<file path="src/rtl/xgemac_wb_cfg_arbiter.sv">
// Wishbone master for the XGEMAC register port: two init writes, then round-robin
// host access plus interrupt-pending reads. Optional ack timeout: XGEMAC_WB_TIMEOUT_EN.
module xgemac_wb_cfg_arbiter #(
    parameter int                ADDR_W         = 8,
    parameter int                DATA_W         = 32,
    parameter logic [DATA_W-1:0] CFG_INIT       = 32'h0000_0001,
    parameter logic [DATA_W-1:0] IMASK_INIT     = 32'h0000_0000,
    parameter logic [ADDR_W-1:0] IRQ_ADDR       = 8'h08,
    parameter int                TIMEOUT_CYCLES = 16
) (
    input  logic              wb_clk_i,
    input  logic              wb_rst_i,
    input  logic              req0_valid,
    input  logic              req0_we,
    input  logic [ADDR_W-1:0] req0_adr,
    input  logic [DATA_W-1:0] req0_wdata,
    output logic              req0_ready,
    output logic              req0_rvalid,
    output logic [DATA_W-1:0] req0_rdata,
    input  logic              req1_valid,
    input  logic              req1_we,
    input  logic [ADDR_W-1:0] req1_adr,
    input  logic [DATA_W-1:0] req1_wdata,
    output logic              req1_ready,
    output logic              req1_rvalid,
    output logic [DATA_W-1:0] req1_rdata,
    output logic [ADDR_W-1:0] wb_adr_o,
    output logic [DATA_W-1:0] wb_dat_o,
    output logic              wb_we_o,
    output logic              wb_stb_o,
    output logic              wb_cyc_o,
    input  logic [DATA_W-1:0] wb_dat_i,
    input  logic              wb_ack_i,
    input  logic              wb_int_i,
    output logic              init_done,
    output logic [DATA_W-1:0] int_status_o,
    output logic              int_valid_o,
    output logic              err_o
);

    localparam logic [ADDR_W-1:0] CFG_ADDR   = '0;
    localparam logic [ADDR_W-1:0] IMASK_ADDR = ADDR_W'('h10);

    typedef enum logic [2:0] {INIT0, INIT1, IDLE, BUS, IRQ} state_t;

    state_t              state_q, state_d;
    logic                cyc_q, cyc_d;
    logic                we_q, we_d;
    logic [ADDR_W-1:0]   adr_q, adr_d;
    logic [DATA_W-1:0]   dat_q, dat_d;
    logic                owner_q, owner_d;
    logic                rr_last_q, rr_last_d;
    logic                irq_armed_q, irq_armed_d;
    logic                init_done_q, init_done_d;
    logic [1:0]          rvalid_q, rvalid_d;
    logic [DATA_W-1:0]   rdata0_q, rdata0_d;
    logic [DATA_W-1:0]   rdata1_q, rdata1_d;
    logic [DATA_W-1:0]   int_status_q, int_status_d;
    logic                int_valid_q, int_valid_d;
    logic                gnt0, gnt1;
    logic                tmo_hit;
    logic                done;
    logic [DATA_W-1:0]   rsp_data;

    // A timed-out cycle completes exactly like an ack carrying zero data.
    assign done     = cyc_q && (wb_ack_i || tmo_hit);
    assign rsp_data = wb_ack_i ? wb_dat_i : '0;

`ifdef XGEMAC_WB_TIMEOUT_EN
    localparam int TMO_W = $clog2(TIMEOUT_CYCLES + 1);

    logic [TMO_W-1:0] tmo_q;
    logic             err_q;

    always_ff @(posedge wb_clk_i) begin
        if (wb_rst_i || !cyc_q) begin
            tmo_q <= '0;
        end else begin
            tmo_q <= tmo_q + 1'b1;
        end
        if (wb_rst_i) begin
            err_q <= 1'b0;
        end else begin
            err_q <= cyc_q && tmo_hit && !wb_ack_i;
        end
    end

    assign tmo_hit = cyc_q && (tmo_q == TMO_W'(TIMEOUT_CYCLES - 1));
    assign err_o   = err_q;
`else
    assign tmo_hit = 1'b0;
    assign err_o   = 1'b0;
`endif

    always_ff @(posedge wb_clk_i) begin
        if (wb_rst_i) begin
            state_q      <= INIT0;
            cyc_q        <= 1'b0;
            we_q         <= 1'b0;
            adr_q        <= '0;
            dat_q        <= '0;
            owner_q      <= 1'b0;
            rr_last_q    <= 1'b1;
            irq_armed_q  <= 1'b1;
            init_done_q  <= 1'b0;
            rvalid_q     <= 2'b00;
            rdata0_q     <= '0;
            rdata1_q     <= '0;
            int_status_q <= '0;
            int_valid_q  <= 1'b0;
        end else begin
            state_q      <= state_d;
            cyc_q        <= cyc_d;
            we_q         <= we_d;
            adr_q        <= adr_d;
            dat_q        <= dat_d;
            owner_q      <= owner_d;
            rr_last_q    <= rr_last_d;
            irq_armed_q  <= irq_armed_d;
            init_done_q  <= init_done_d;
            rvalid_q     <= rvalid_d;
            rdata0_q     <= rdata0_d;
            rdata1_q     <= rdata1_d;
            int_status_q <= int_status_d;
            int_valid_q  <= int_valid_d;
        end
    end

    always_comb begin
        state_d      = state_q;
        cyc_d        = cyc_q;
        we_d         = we_q;
        adr_d        = adr_q;
        dat_d        = dat_q;
        owner_d      = owner_q;
        rr_last_d    = rr_last_q;
        irq_armed_d  = irq_armed_q | ~wb_int_i;
        init_done_d  = init_done_q;
        rvalid_d     = 2'b00;
        rdata0_d     = rdata0_q;
        rdata1_d     = rdata1_q;
        int_status_d = int_status_q;
        int_valid_d  = 1'b0;
        gnt0         = 1'b0;
        gnt1         = 1'b0;

        case (state_q)
            // Init states launch with cyc low for one cycle, which also gives
            // the mandatory idle gap between the two init writes.
            INIT0: begin
                if (!cyc_q) begin
                    cyc_d = 1'b1;
                    we_d  = 1'b1;
                    adr_d = CFG_ADDR;
                    dat_d = CFG_INIT;
                end else if (done) begin
                    cyc_d   = 1'b0;
                    state_d = INIT1;
                end
            end
            INIT1: begin
                if (!cyc_q) begin
                    cyc_d = 1'b1;
                    we_d  = 1'b1;
                    adr_d = IMASK_ADDR;
                    dat_d = IMASK_INIT;
                end else if (done) begin
                    cyc_d       = 1'b0;
                    init_done_d = 1'b1;
                    state_d     = IDLE;
                end
            end
            IDLE: begin
                if (wb_int_i && irq_armed_q) begin
                    state_d = IRQ;
                    cyc_d   = 1'b1;
                    we_d    = 1'b0;
                    adr_d   = IRQ_ADDR;
                    dat_d   = '0;
                end else begin
                    gnt0 = req0_valid && (!req1_valid || rr_last_q);
                    gnt1 = req1_valid && !gnt0;
                    if (gnt0 || gnt1) begin
                        state_d   = BUS;
                        cyc_d     = 1'b1;
                        owner_d   = gnt1;
                        rr_last_d = gnt1;
                        we_d      = gnt1 ? req1_we    : req0_we;
                        adr_d     = gnt1 ? req1_adr   : req0_adr;
                        dat_d     = gnt1 ? req1_wdata : req0_wdata;
                    end
                end
            end
            // BUS/IRQ keep the state for one cyc-low completion cycle after the
            // ack, so back-to-back transactions land every third cycle.
            BUS: begin
                if (!cyc_q) begin
                    state_d = IDLE;
                end else if (done) begin
                    cyc_d = 1'b0;
                    if (owner_q) begin
                        rvalid_d = 2'b10;
                        rdata1_d = we_q ? '0 : rsp_data;
                    end else begin
                        rvalid_d = 2'b01;
                        rdata0_d = we_q ? '0 : rsp_data;
                    end
                end
            end
            IRQ: begin
                if (!cyc_q) begin
                    state_d = IDLE;
                end else if (done) begin
                    cyc_d        = 1'b0;
                    int_status_d = rsp_data;
                    int_valid_d  = 1'b1;
                    irq_armed_d  = ~wb_int_i;
                end
            end
            default: begin
                state_d = INIT0;
                cyc_d   = 1'b0;
            end
        endcase
    end

    assign wb_cyc_o     = cyc_q;
    assign wb_stb_o     = cyc_q;
    assign wb_we_o      = we_q;
    assign wb_adr_o     = adr_q;
    assign wb_dat_o     = dat_q;
    assign req0_ready   = gnt0;
    assign req1_ready   = gnt1;
    assign req0_rvalid  = rvalid_q[0];
    assign req1_rvalid  = rvalid_q[1];
    assign req0_rdata   = rdata0_q;
    assign req1_rdata   = rdata1_q;
    assign init_done    = init_done_q;
    assign int_status_o = int_status_q;
    assign int_valid_o  = int_valid_q;

endmodule

</file>
<file path="config.mk">
export PLATFORM = sky130hd
export DESIGN_NAME = xgemac_wb_cfg_arbiter
export DESIGN_NICKNAME = d
export VERILOG_FILES = /design/src/rtl/xgemac_wb_cfg_arbiter.sv
export SDC_FILE = /design/constraint.sdc
export NUM_CORES = 1
export LEC_CHECK = 0
export ABC_CLOCK_PERIOD_IN_PS = 2200
export CAP_MARGIN = 20
export CORE_MARGIN = 1.5
export CORE_UTILIZATION = 42
export CTS_CLUSTER_DIAMETER = 60
export DETAILED_ROUTE_END_ITERATION = 10
export GPL_ROUTABILITY_DRIVEN = 0
export PLACE_DENSITY = 0.81
export SLEW_MARGIN = 30
export SYNTH_ARGS = -nofsm -noshare
export SYNTH_HDL_FRONTEND = slang
export SYNTH_SLANG_ARGS = --single-unit
</file>
<file path="constraint.sdc">
create_clock -name wb_clk_i -period 2.2 [get_ports wb_clk_i]
set_input_delay 0.33 -clock wb_clk_i [delete_from_list [all_inputs] [get_ports wb_clk_i]]
set_output_delay 0.33 -clock wb_clk_i [all_outputs]
set_load 0.03 [all_outputs]
</file>
# [After elaboration in Yosys (flattened, before gate mapping)]
# Cells that the tools add are included.
[totals] reg_bits=148 out_inout_bits=146 elab_cells=100
[classes] n_eq_ne=13 n_mux=42 bitwise_logic=8 reduce_logical=23
[ops] operator="32-bit 2-to-1 mux" count=7
[ops] operator="32-bit case mux with 3 select lines" count=1
[ops] operator="8-bit 2-to-1 mux" count=5
[ops] operator="8-bit case mux with 3 select lines" count=1
[ops] operator="3-bit 2-to-1 mux" count=7
[ops] operator="1-bit 2-to-1 mux" count=17
[ops] operator="2-bit != test, second input constant" count=8
[ops] operator="3-bit case mux with 4 select lines" count=1
[ops] operator="3-bit AND reduction" count=4
[ops] operator="4-bit AND reduction" count=3
[ops] operator="1-bit NOT" count=7
[ops] operator="3-bit by 2-bit equality test with 1-bit output, second input constant" count=2
[ops] operator="6-bit AND reduction" count=1
[ops] operator="1-bit logical AND" count=4
[ops] operator="2-bit OR reduction" count=2
[ops] operator="4-bit OR reduction" count=1
[ops] operator="3-bit by 1-bit equality test with 1-bit output, second input constant" count=1
[ops] operator="3-bit equality test, second input constant" count=1
[ops] operator="3-bit zero test" count=1
[ops] operator="3-bit != test, second input constant" count=1
[ops] operator="1-bit case mux with 3 select lines" count=1
[ops] operator="3-bit nonzero test" count=1
[ops] operator="3-bit OR reduction" count=1
[ops] operator="1-bit zero test" count=2
[ops] operator="other kinds (5)" count=6

# [Longest topological paths before layout]
# Gate-level depths: netlist of run 1.
[logic_depth] ltp_word=9 depth_mapped=7 mapped_depth_nobuf=4

# [Worst setup path after synthesis of run 1]
# No wires, ideal clock.
[synth_path] kind="register to register" start="reg cyc_q, in the netlist wb_cyc_o" end="reg rdata0_q[3], in the netlist req0_rdata[3]" setup_ns=0.132 arrival_time_ns=1.663 required_time_ns=2.068 slack_ns=0.405 path_stages_with_launch=8 path_buffers=3 path_cell_list="dfxtp_1 -> buf_2 -> nand3_1 -> or3_1 -> clkbuf_1 -> clkbuf_1 -> nand2_1 -> a21oi_1"
[synth_between] elab_chain_len=2
[synth_rtl] item="start, declared" line_no="47" rtl="logic cyc_q, cyc_d;"
[synth_rtl] item="start signal, assigned" line_no="113" rtl="cyc_q <= cyc_d;"
[synth_rtl] item="1-bit logical AND" line_no="66" rtl="assign done = cyc_q && (wb_ack_i || tmo_hit);"
[synth_rtl] item="4-bit AND reduction (no line) *"
[synth_rtl] item="end signal, assigned" line_no="122" rtl="rdata0_q <= rdata0_d;"
[synth_rtl] item="end, declared" line_no="56" rtl="logic [DATA_W-1:0] rdata0_q, rdata0_d;"
# Mark *: on every way between the ends. The rest lies on a longest branch, timed or not.
# A chain may end at the register's enable or synchronous reset.

# [Worst setup path in the final report of run 1]
[layout_path] start="reg state_q[2]" end="out req1_ready"
[layout_between] elab_chain_len=2
[layout_rtl] item="start, declared" line_no="46" rtl="state_t state_q, state_d;"
[layout_rtl] item="start signal, assigned" line_no="112" rtl="state_q <= state_d;"
[layout_rtl] item="3-bit by 2-bit equality test with 1-bit output" line_no="147" rtl="case (state_q)"
[layout_rtl] item="1-bit 2-to-1 mux" line_no="147"
[layout_rtl] item="end, declared" line_no="24" rtl="output logic req1_ready,"
# Every way passes these cells.

==> results of run 1 <==
[layout by cell type, fill, tap and decap left out, types with 5 or more instances in the layout]
| cell type | n |
|---|---|
| a21oi_1 | 102 |
| a2bb2oi_1 | 37 |
| buf_12 | 9 |
| buf_4 | 19 |
| clkbuf_16 | 17 |
| clkdlybuf4s50_1 | 261 |
| dfxtp_1 | 148 |
| inv_6 | 5 |
| mux2i_1 | 37 |
| nand2_1 | 139 |
| nand3_1 | 66 |
| nor2_1 | 49 |
| o21ai_0 | 6 |
[path summary, 6_finish.rpt]
kind / to / cells after the start / from / slack [ns]
worst max-delay path: req1_ready / 5 / state_q[2]$_SDFFE_PP0P_ / 0.11
worst min-delay path: init_done$_SDFFE_PP0P_ / 2 / wb_rst_i / 0.34
worst max register to register: wb_dat_o[0]$_SDFFE_PP0P_ / 5 / state_q[2]$_SDFFE_PP0P_ / 0.45
worst min register to register: int_status_o[30]$_SDFFE_PP0P_ / 2 / int_status_o[30]$_SDFFE_PP0P_ / 0.45
[worst max-delay path: stages (launching register included)]
cell and delay (ns):
dfxtp_1 0.39, or3b_1 0.43, nor2_1 0.16, nand2_1 0.10, inv_1 0.12, buf_12 0.13
[area by class of cell]
type,instances,share of cell area [%]
tap,180,2.40
clock inverter,12,1.53
sequential,148,31.6
timing repair buffer,289,31.3
multi-input combinational,478,28.2
inverter,4,0.160
clock buffer,19,4.83
[cell families after synthesis]
family                 count (synthesis)  synth area share (%)
other                                  1                0.0638
and+or+nand+nor                      278                  20.6
DFF                                  148                  50.4
AOI/OAI and AO/OA                    160                  17.2
muxes                                 39                  6.69
buffers and inverters                 66                  5.05
[state kept, by name, indices dropped and copies added (netlist names)]
| signal | cells |
|---|---|
| wb_adr_o | 8 |
| req1_rdata | 32 |
| rr_last_q | 1 |
| wb_dat_o | 32 |
| state_q | 3 |
| req0_rdata | 32 |
| irq_armed_q | 1 |
| owner_q | 1 |
| init_done | 1 |
| wb_we_o | 1 |
| rvalid_q | 2 |
| wb_cyc_o | 1 |
| int_valid_o | 1 |
| int_status_o | 32 |
[power by group through the flow]
stage / registers, mW / clock network (mW) / logic (mW)
4_1_cts: 2.72 / 2.96 / 0.680
6_report: 2.72 / 2.91 / 0.680
2_1_floorplan: 2.80 / 0 / 0.297
3_3_place_gp: 2.78 / 0 / 0.673
3_5_place_dp: 2.78 / 0 / 0.678
5_1_grt: 2.72 / 3.07 / 0.726
[synth_stat cells, drive strengths merged, types with 3 or more instances]
master   instances  area [µm²]
a21oi          102         510
a221oi           3        38.8
a2bb2oi         37         324
buf             28         154
clkbuf          34         128
dfxtp          148        2960
inv              4        15.0
mux2i           37         370
nand2          139         522
nand2b           3        18.8
nand3           66         330
nor2            49         184
nor2b            5        31.3
nor3             5        30.0
o21ai            6        30.0
o221ai           3        26.3
[through the flow]
step | worst slack [ns] | hold slack (ns) | std cells | utilization (%) | power [mW]
after floorplan | 0.405 | 0.417 | 692 | - | 3.10
after global placement | 0.150 | 0.441 | 1099 | 63.8 | 3.45
after detailed placement | 0.103 | 0.446 | 1099 | 63.8 | 3.46
after CTS | 0.0852 | 0.316 | 1130 | 68.1 | 6.36
after global routing | 0.00133 | 0.340 | 1130 | 68.1 | 6.52
final | 0.111 | 0.336 | 1130 | 68.1 | 6.31
[per-layer routing]
| layer | vias to the layer above | wire (µm) | share of wire, % | track usage (%) |
|---|---|---|---|---|
| met5 | - | 0 | 0 | 0 |
| li1 | 2866 | - | - | - |
| met2 | 252 | 9140 | 50 | 43.4 |
| met1 | 2747 | 7420 | 40 | 29.0 |
| met4 | 0 | 395 | 2.1 | 10.4 |
| met3 | 29 | 1450 | 7.9 | 7.19 |
==> out/metrics.json, run 1 <==
{
  "grt_pass1_vias": {"value": 5784},
  "core": {"value": 13800, "unit": "µm²"},
  "grt_first_pass_wirelength": {"value": 29000, "unit": "µm"},
  "post_cts_resized": {"value": 0},
  "wl_per_cell": {"value": 16.3, "unit": "µm"},
  "grt_setup_unrepaired": {"value": "false"},
  "routed_wirelength": {"value": 18400, "unit": "µm"},
  "vias_per_cell": {"value": 5.22},
  "synth_sequential_area_ratio": {"value": 50.4, "unit": "%"},
  "antenna_cells": {"value": 0},
  "start_util": {"value": 42.7, "unit": "%"},
  "antenna_violations_before_repair": {"value": 0},
  "groute.usage.overall": {"value": 25.1, "unit": "%"},
  "worst_ep_arrival_time": {"value": 1.76, "unit": "ns"},
  "final_antenna_net_count": {"value": 0},
  "maxCapViolations": {"value": 0},
  "detailedRoute.firstIterationViolations": {"value": 509},
  "power_density": {"value": 673, "unit": "nW/µm²"},
  "crit_path_end_kind": {"value": "output port"},
  "area_after_dpl": {"value": 8790, "unit": "µm²"},
  "firstDrtPassIters": {"value": 4},
  "p_seq_share": {"value": 43.1, "unit": "%"},
  "synth_seq_cells": {"value": 148},
  "finalHoldViolCount": {"value": 0},
  "cts.path.max_buffers": {"value": 2},
  "placement_rows": {"value": 43},
  "fin_crit_sh": {"value": 95.0, "unit": "%"},
  "outcome": {"value": "finished clean"},
  "place_hpwl": {"value": 12700, "unit": "µm"},
  "p_switching": {"value": 1.51, "unit": "mW"},
  "worst-path-max-fanout": {"value": 8},
  "critical_path_class": {"value": "register to output port"},
  "h-tree-depth": {"value": 4},
  "ys_dominant_reg_cell": {"value": "dfxtp_1"},
  "drt_drc_violations_left": {"value": 0},
  "dieWidth": {"value": 121, "unit": "µm"},
  "synthArstFlopShare": {"value": 0, "unit": "%"},
  "die_boundary_height": {"value": 121, "unit": "µm"},
  "p_int": {"value": 4.80, "unit": "mW"},
  "final_nets": {"value": 1058},
  "max_freq": {"value": 479, "unit": "MHz"},
  "cts_sinks": {"value": 148},
  "maxSlewViolCount": {"value": 0},
  "area.sequential": {"value": 2960, "unit": "µm²"},
  "worstSkewPairLatency": {"value": 0.42, "unit": "ns"},
  "io_pins": {"value": 266},
  "overflow": {"value": 0},
  "layout.filler_cells": {"value": 1119},
  "cellLeakagePower": {"value": 3.25, "unit": "nW"},
  "drive_above_1_share": {"value": 7.26, "unit": "%"},
  "io_buffer_count": {"value": 264},
  "clock_pin_slew_on_the_worst_setup_and_hold_paths": {"value": 0.06, "unit": "ns"},
  "synthesis.area": {"value": 5880, "unit": "µm²"},
  "mappedNetlistNets": {"value": 812},
  "cts_root_buffer": {"value": "clkbuf_16"},
  "post_syn_instances": {"value": 692},
  "numCtsBuffers": {"value": 17},
  "route.vias.total": {"value": 5894},
  "area_growth_from_synthesis_to_final_layout": {"value": 59.7, "unit": "%"},
  "worst_min_delay_path_category": {"value": "input pin to register"},
  "sw_frac_of_total": {"value": 23.9, "unit": "%"},
  "timing.setup.tns": {"value": 0, "unit": "ns"},
  "die_area": {"value": 14700, "unit": "µm²"},
  "ys_types": {"value": 41},
  "multiInputGateArea": {"value": 2650, "unit": "µm²"},
  "start_kind": {"value": "register"},
  "number_of_flops_mapped_to_enable_cells_by_yosys": {"value": 0},
  "synth_area_per_cell": {"value": 8.49, "unit": "µm²"},
  "grt_max_degree": {"value": 74},
  "finalSetupViolations": {"value": 0},
  "ir_drop": {"value": 0.496, "unit": "mV"},
  "cts_tree": {"value": "done"},
  "power.share.combinational": {"value": 10.8, "unit": "%"},
  "skew": {"value": 0.00864, "unit": "ns"},
  "final_cell_area": {"value": 9380, "unit": "µm²"},
  "cts_setup_buffers": {"value": 0},
  "worst-endpoint-required": {"value": 1.87, "unit": "ns"},
  "synth-warning-count": {"value": 0},
  "final_period_minus_worst_setup_slack": {"value": 2.09, "unit": "ns"},
  "power_frac_clock": {"value": 46.1, "unit": "%"},
  "holdBufCountCts": {"value": 0}
}
Power figures use the tool's default switching activity.
==> inputs of run 2 (changes only) <==
--- a/config.mk
+++ b/config.mk
@@ -6,7 +6,6 @@
 export NUM_CORES = 1
 export LEC_CHECK = 0
 export ABC_CLOCK_PERIOD_IN_PS = 2200
-export CAP_MARGIN = 20
 export CORE_MARGIN = 1.5
 export CORE_UTILIZATION = 42
 export CTS_CLUSTER_DIAMETER = 60
==> results of run 2 <==
Final layout, timing and power as in run 1 (identical DEF).
==> inputs of run 3 (changes only) <==
--- a/config.mk
+++ b/config.mk
@@ -11,6 +11,7 @@
 export CTS_CLUSTER_DIAMETER = 60
 export DETAILED_ROUTE_END_ITERATION = 10
 export GPL_ROUTABILITY_DRIVEN = 0
+export GPL_TIMING_DRIVEN = 0
 export PLACE_DENSITY = 0.81
 export SLEW_MARGIN = 30
 export SYNTH_ARGS = -nofsm -noshare
==> run 3 against run 2 <==
  * First-iteration DRC count up 13%
  * Maximum frequency down 1.3%
  * Clock skew up 0.00076 ns
  * Hold slack worse by 0.070 ns
  * Global-route usage up 1.3 points
  * Count of clock-buffer cells in the layout unchanged
  * Die area unchanged
  * Critical path depth up 1
  * Worst setup slack worse by 0.027 ns
  * Combinational power up 2%
  * Critical path type is now input pin to output port
  * Design area about the same
  * Core utilization about the same
==> out/metrics.json, run 3 (same netlist as run 1, synthesis figures left out) <==
{
  "total_power": {"value": 6.56, "unit": "mW", "change": "+4.0%"},
  "grt_pass1_vias": {"value": 5854, "change": "+1.2%"},
  "power_density": {"value": 700, "unit": "nW/µm²", "change": "+4.0%"},
  "crit_path_end_kind": {"value": "output port"},
  "placement_rows": {"value": 43, "change": "unchanged"},
  "p_switching": {"value": 1.50, "unit": "mW", "change": "-0.48%"},
  "layout_common_cells": {"value": "clkdlybuf4s50_1 (260), dfxtp_1 (147), nand2_1 (139)"},
  "cts_root_buffer": {"value": "clkbuf_16"},
  "routed_wirelength": {"value": 19400, "unit": "µm", "change": "+5.4%"},
  "worstSkewPairLatency": {"value": 0.43, "unit": "ns", "change": "about the same"},
  "drive_above_1_share": {"value": 7.00, "unit": "%", "change": "-0.27 points"},
  "crit_path_cell_trace": {"value": "clkdlybuf4s50_1 > a21boi_4 > buf_12 > nand2_1 > inv_1 > buf_4"},
  "power.share.combinational": {"value": 10.6, "unit": "%", "change": "-0.2 points"},
  "io_pins": {"value": 266, "change": "unchanged"},
  "overflow": {"value": 0, "change": "unchanged"},
  "antenna_violations_before_repair": {"value": 0, "change": "unchanged"},
  "grt_max_degree": {"value": 20, "change": "-73%"},
  "wl_per_cell": {"value": 16.6, "unit": "µm", "change": "+2.1%"},
  "finalWorstSetupSlack": {"value": 0.0836, "unit": "ns", "change": "-0.0271 ns"},
  "outcome": {"value": "finished clean"},
  "clock_pin_slew_on_the_worst_setup_and_hold_paths": {"value": 0.06, "unit": "ns", "change": "about the same"},
  "sw_frac_of_total": {"value": 22.9, "unit": "%", "change": "-1.0 points"},
  "vias_per_cell": {"value": 5.27, "change": "+0.97%"},
  "area_after_dpl": {"value": 8720, "unit": "µm²", "change": "-0.70%"},
  "place_hpwl": {"value": 14500, "unit": "µm", "change": "+14%"},
  "worst_ep_arrival_time": {"value": 1.79, "unit": "ns", "change": "+0.03 ns"},
  "firstDrtPassIters": {"value": 7, "change": "+3"},
  "cts_sinks": {"value": 148, "change": "unchanged"},
  "worst-endpoint-required": {"value": 1.87, "unit": "ns", "change": "about the same"},
  "cts_tree": {"value": "done"},
  "worst_min_delay_path_category": {"value": "input pin to register"},
  "cts.path.max_buffers": {"value": 2, "change": "unchanged"},
  "final_period_minus_worst_setup_slack": {"value": 2.12, "unit": "ns", "change": "+0.0271 ns"},
  "worst-path-max-fanout": {"value": 19, "change": "+11"},
  "final_cell_area": {"value": 9380, "unit": "µm²", "change": "about the same"},
  "dieWidth": {"value": 121, "unit": "µm", "change": "unchanged"},
  "timing.setup.tns": {"value": 0, "unit": "ns", "change": "unchanged"},
  "finish.cell_count_without_fillers": {"value": 1166, "change": "+3.2%"},
  "multiInputGateArea": {"value": 2630, "unit": "µm²", "change": "-0.76%"},
  "cellLeakagePower": {"value": 3.28, "unit": "nW", "change": "+0.85%"},
  "layout.filler_cells": {"value": 1138, "change": "+1.7%"},
  "core": {"value": 13800, "unit": "µm²", "change": "unchanged"},
  "timing.hold.worst_path_depth": {"value": 3, "change": "+1"},
  "detailedRoute.firstIterationViolations": {"value": 577, "change": "+13%"},
  "finish.utilization": {"value": 68.1, "unit": "%", "change": "about the same"},
  "timing.slew.headroom": {"value": 61.1, "unit": "%"},
  "timing.hold.ws": {"value": 0.267, "unit": "ns", "change": "-0.0699 ns"},
  "worst-slew-pin-transition": {"value": 0.584, "unit": "ns"},
  "final_nets": {"value": 1093, "change": "+3.3%"},
  "max_freq": {"value": 472, "unit": "MHz", "change": "-1.3%"},
  "critical_path_class": {"value": "input pin to output port"},
  "groute.usage.overall": {"value": 26.4, "unit": "%", "change": "+1.3 points"},
  "die_boundary_height": {"value": 121, "unit": "µm", "change": "unchanged"},
  "fin_crit_sh": {"value": 96.2, "unit": "%", "change": "+1.2 points"},
  "area_growth_from_synthesis_to_final_layout": {"value": 59.6, "unit": "%", "change": "about the same"},
  "die_area": {"value": 14700, "unit": "µm²", "change": "unchanged"},
  "skew": {"value": 0.00940, "unit": "ns", "change": "+0.000756 ns"},
  "area.sequential": {"value": 2960, "unit": "µm²", "change": "about the same"},
  "start_kind": {"value": "input pin"},
  "dp.cells": {"value": 1134, "change": "+3.2%"},
  "route.vias.total": {"value": 6141, "change": "+4.2%"},
  "dpl_worst_slack": {"value": -0.747, "unit": "ns", "change": "-0.850 ns"},
  "layout_commonest_cell": {"value": "clkdlybuf4s50_1"},
  "maxSlewViolCount": {"value": 0, "change": "unchanged"},
  "p_int": {"value": 5.06, "unit": "mW", "change": "+5.4%"},
  "ir_drop": {"value": 0.577, "unit": "mV", "change": "+17%"},
  "io_buffer_count": {"value": 262, "change": "-0.76%"},
  "numCtsBuffers": {"value": 17, "change": "unchanged"},
  "crit_path_max_incr_delay": {"value": 0.56, "unit": "ns", "change": "+0.13 ns"},
  "finalSetupViolations": {"value": 0, "change": "unchanged"},
  "holdBufCountCts": {"value": 0, "change": "unchanged"},
  "maxCapViolations": {"value": 0, "change": "unchanged"},
  "reg2regPathDepth": {"value": 5, "change": "unchanged"},
  "start_util": {"value": 42.7, "unit": "%", "change": "unchanged"},
  "final_antenna_net_count": {"value": 0, "change": "unchanged"},
  "h-tree-depth": {"value": 4, "change": "unchanged"},
  "power_frac_clock": {"value": 48.0, "unit": "%", "change": "+1.9 points"},
  "timing.critical_path.slowest_stage_cell": {"value": "clkdlybuf4s50_1"},
  "antenna_cells": {"value": 0, "change": "unchanged"},
  "grt_first_pass_wirelength": {"value": 30100, "unit": "µm", "change": "+3.7%"},
  "p_seq_share": {"value": 41.4, "unit": "%", "change": "-1.7 points"},
  "drt_drc_violations_left": {"value": 0, "change": "unchanged"},
  "finalHoldViolCount": {"value": 0, "change": "unchanged"}
}
-- run 3: timing repair --
action                     CTS  global route
setup buffers                1             0
setup endpoints to repair    2             5
pin swaps                    0             1
hold endpoints to repair     0             0
resized for setup           13             4
-- run 3: cell type report --
type,instances,area share [%]
clock inverters,13,2.21
plain buffers,61,3.05
repair buffers,263,28.0
multi-input cells,478,28.0
flip-flops and latches,148,31.6
inverters,4,0.160
well taps,180,2.40
clock buffers,19,4.61
-- run 3: worst max-delay path: cells and delay by family --
kind	cells	cell delay (ns)
compound gates	1	0.29
simple gates	1	0.10
buf+inv	4	1.04
-- run 3: worst paths after layout --
path | startpoint | to | slack, ns
min | req0_valid | rr_last_q$_SDFFE_PP1P_ | 0.27
max reg2reg | state_q[2]$_SDFFE_PP0P_ | int_status_o[26]$_SDFFE_PP0P_ | 0.25
max | req1_valid | req1_ready | 0.08
min reg2reg | int_status_o[9]$_SDFFE_PP0P_ | int_status_o[9]$_SDFFE_PP0P_ | 0.45
-- run 3: power by group through the flow --
stage	clock network [mW]	registers [mW]	logic, mW
after CTS	3.18	2.72	0.695
after global routing	3.30	2.72	0.746
final	3.15	2.72	0.697
after global placement	0	2.77	0.688
after detailed placement	0	2.77	0.692
after floorplan	0	2.80	0.297
-- run 3: metal layers --
metal | vias to the layer above | GRT usage (%) | wire length [µm]
li1 | 2952 | - | -
met1 | 2846 | 30.4 | 7490
met2 | 301 | 44.7 | 9500
met3 | 42 | 8.18 | 1820
met4 | 0 | 12.4 | 586
met5 | - | 0 | 0
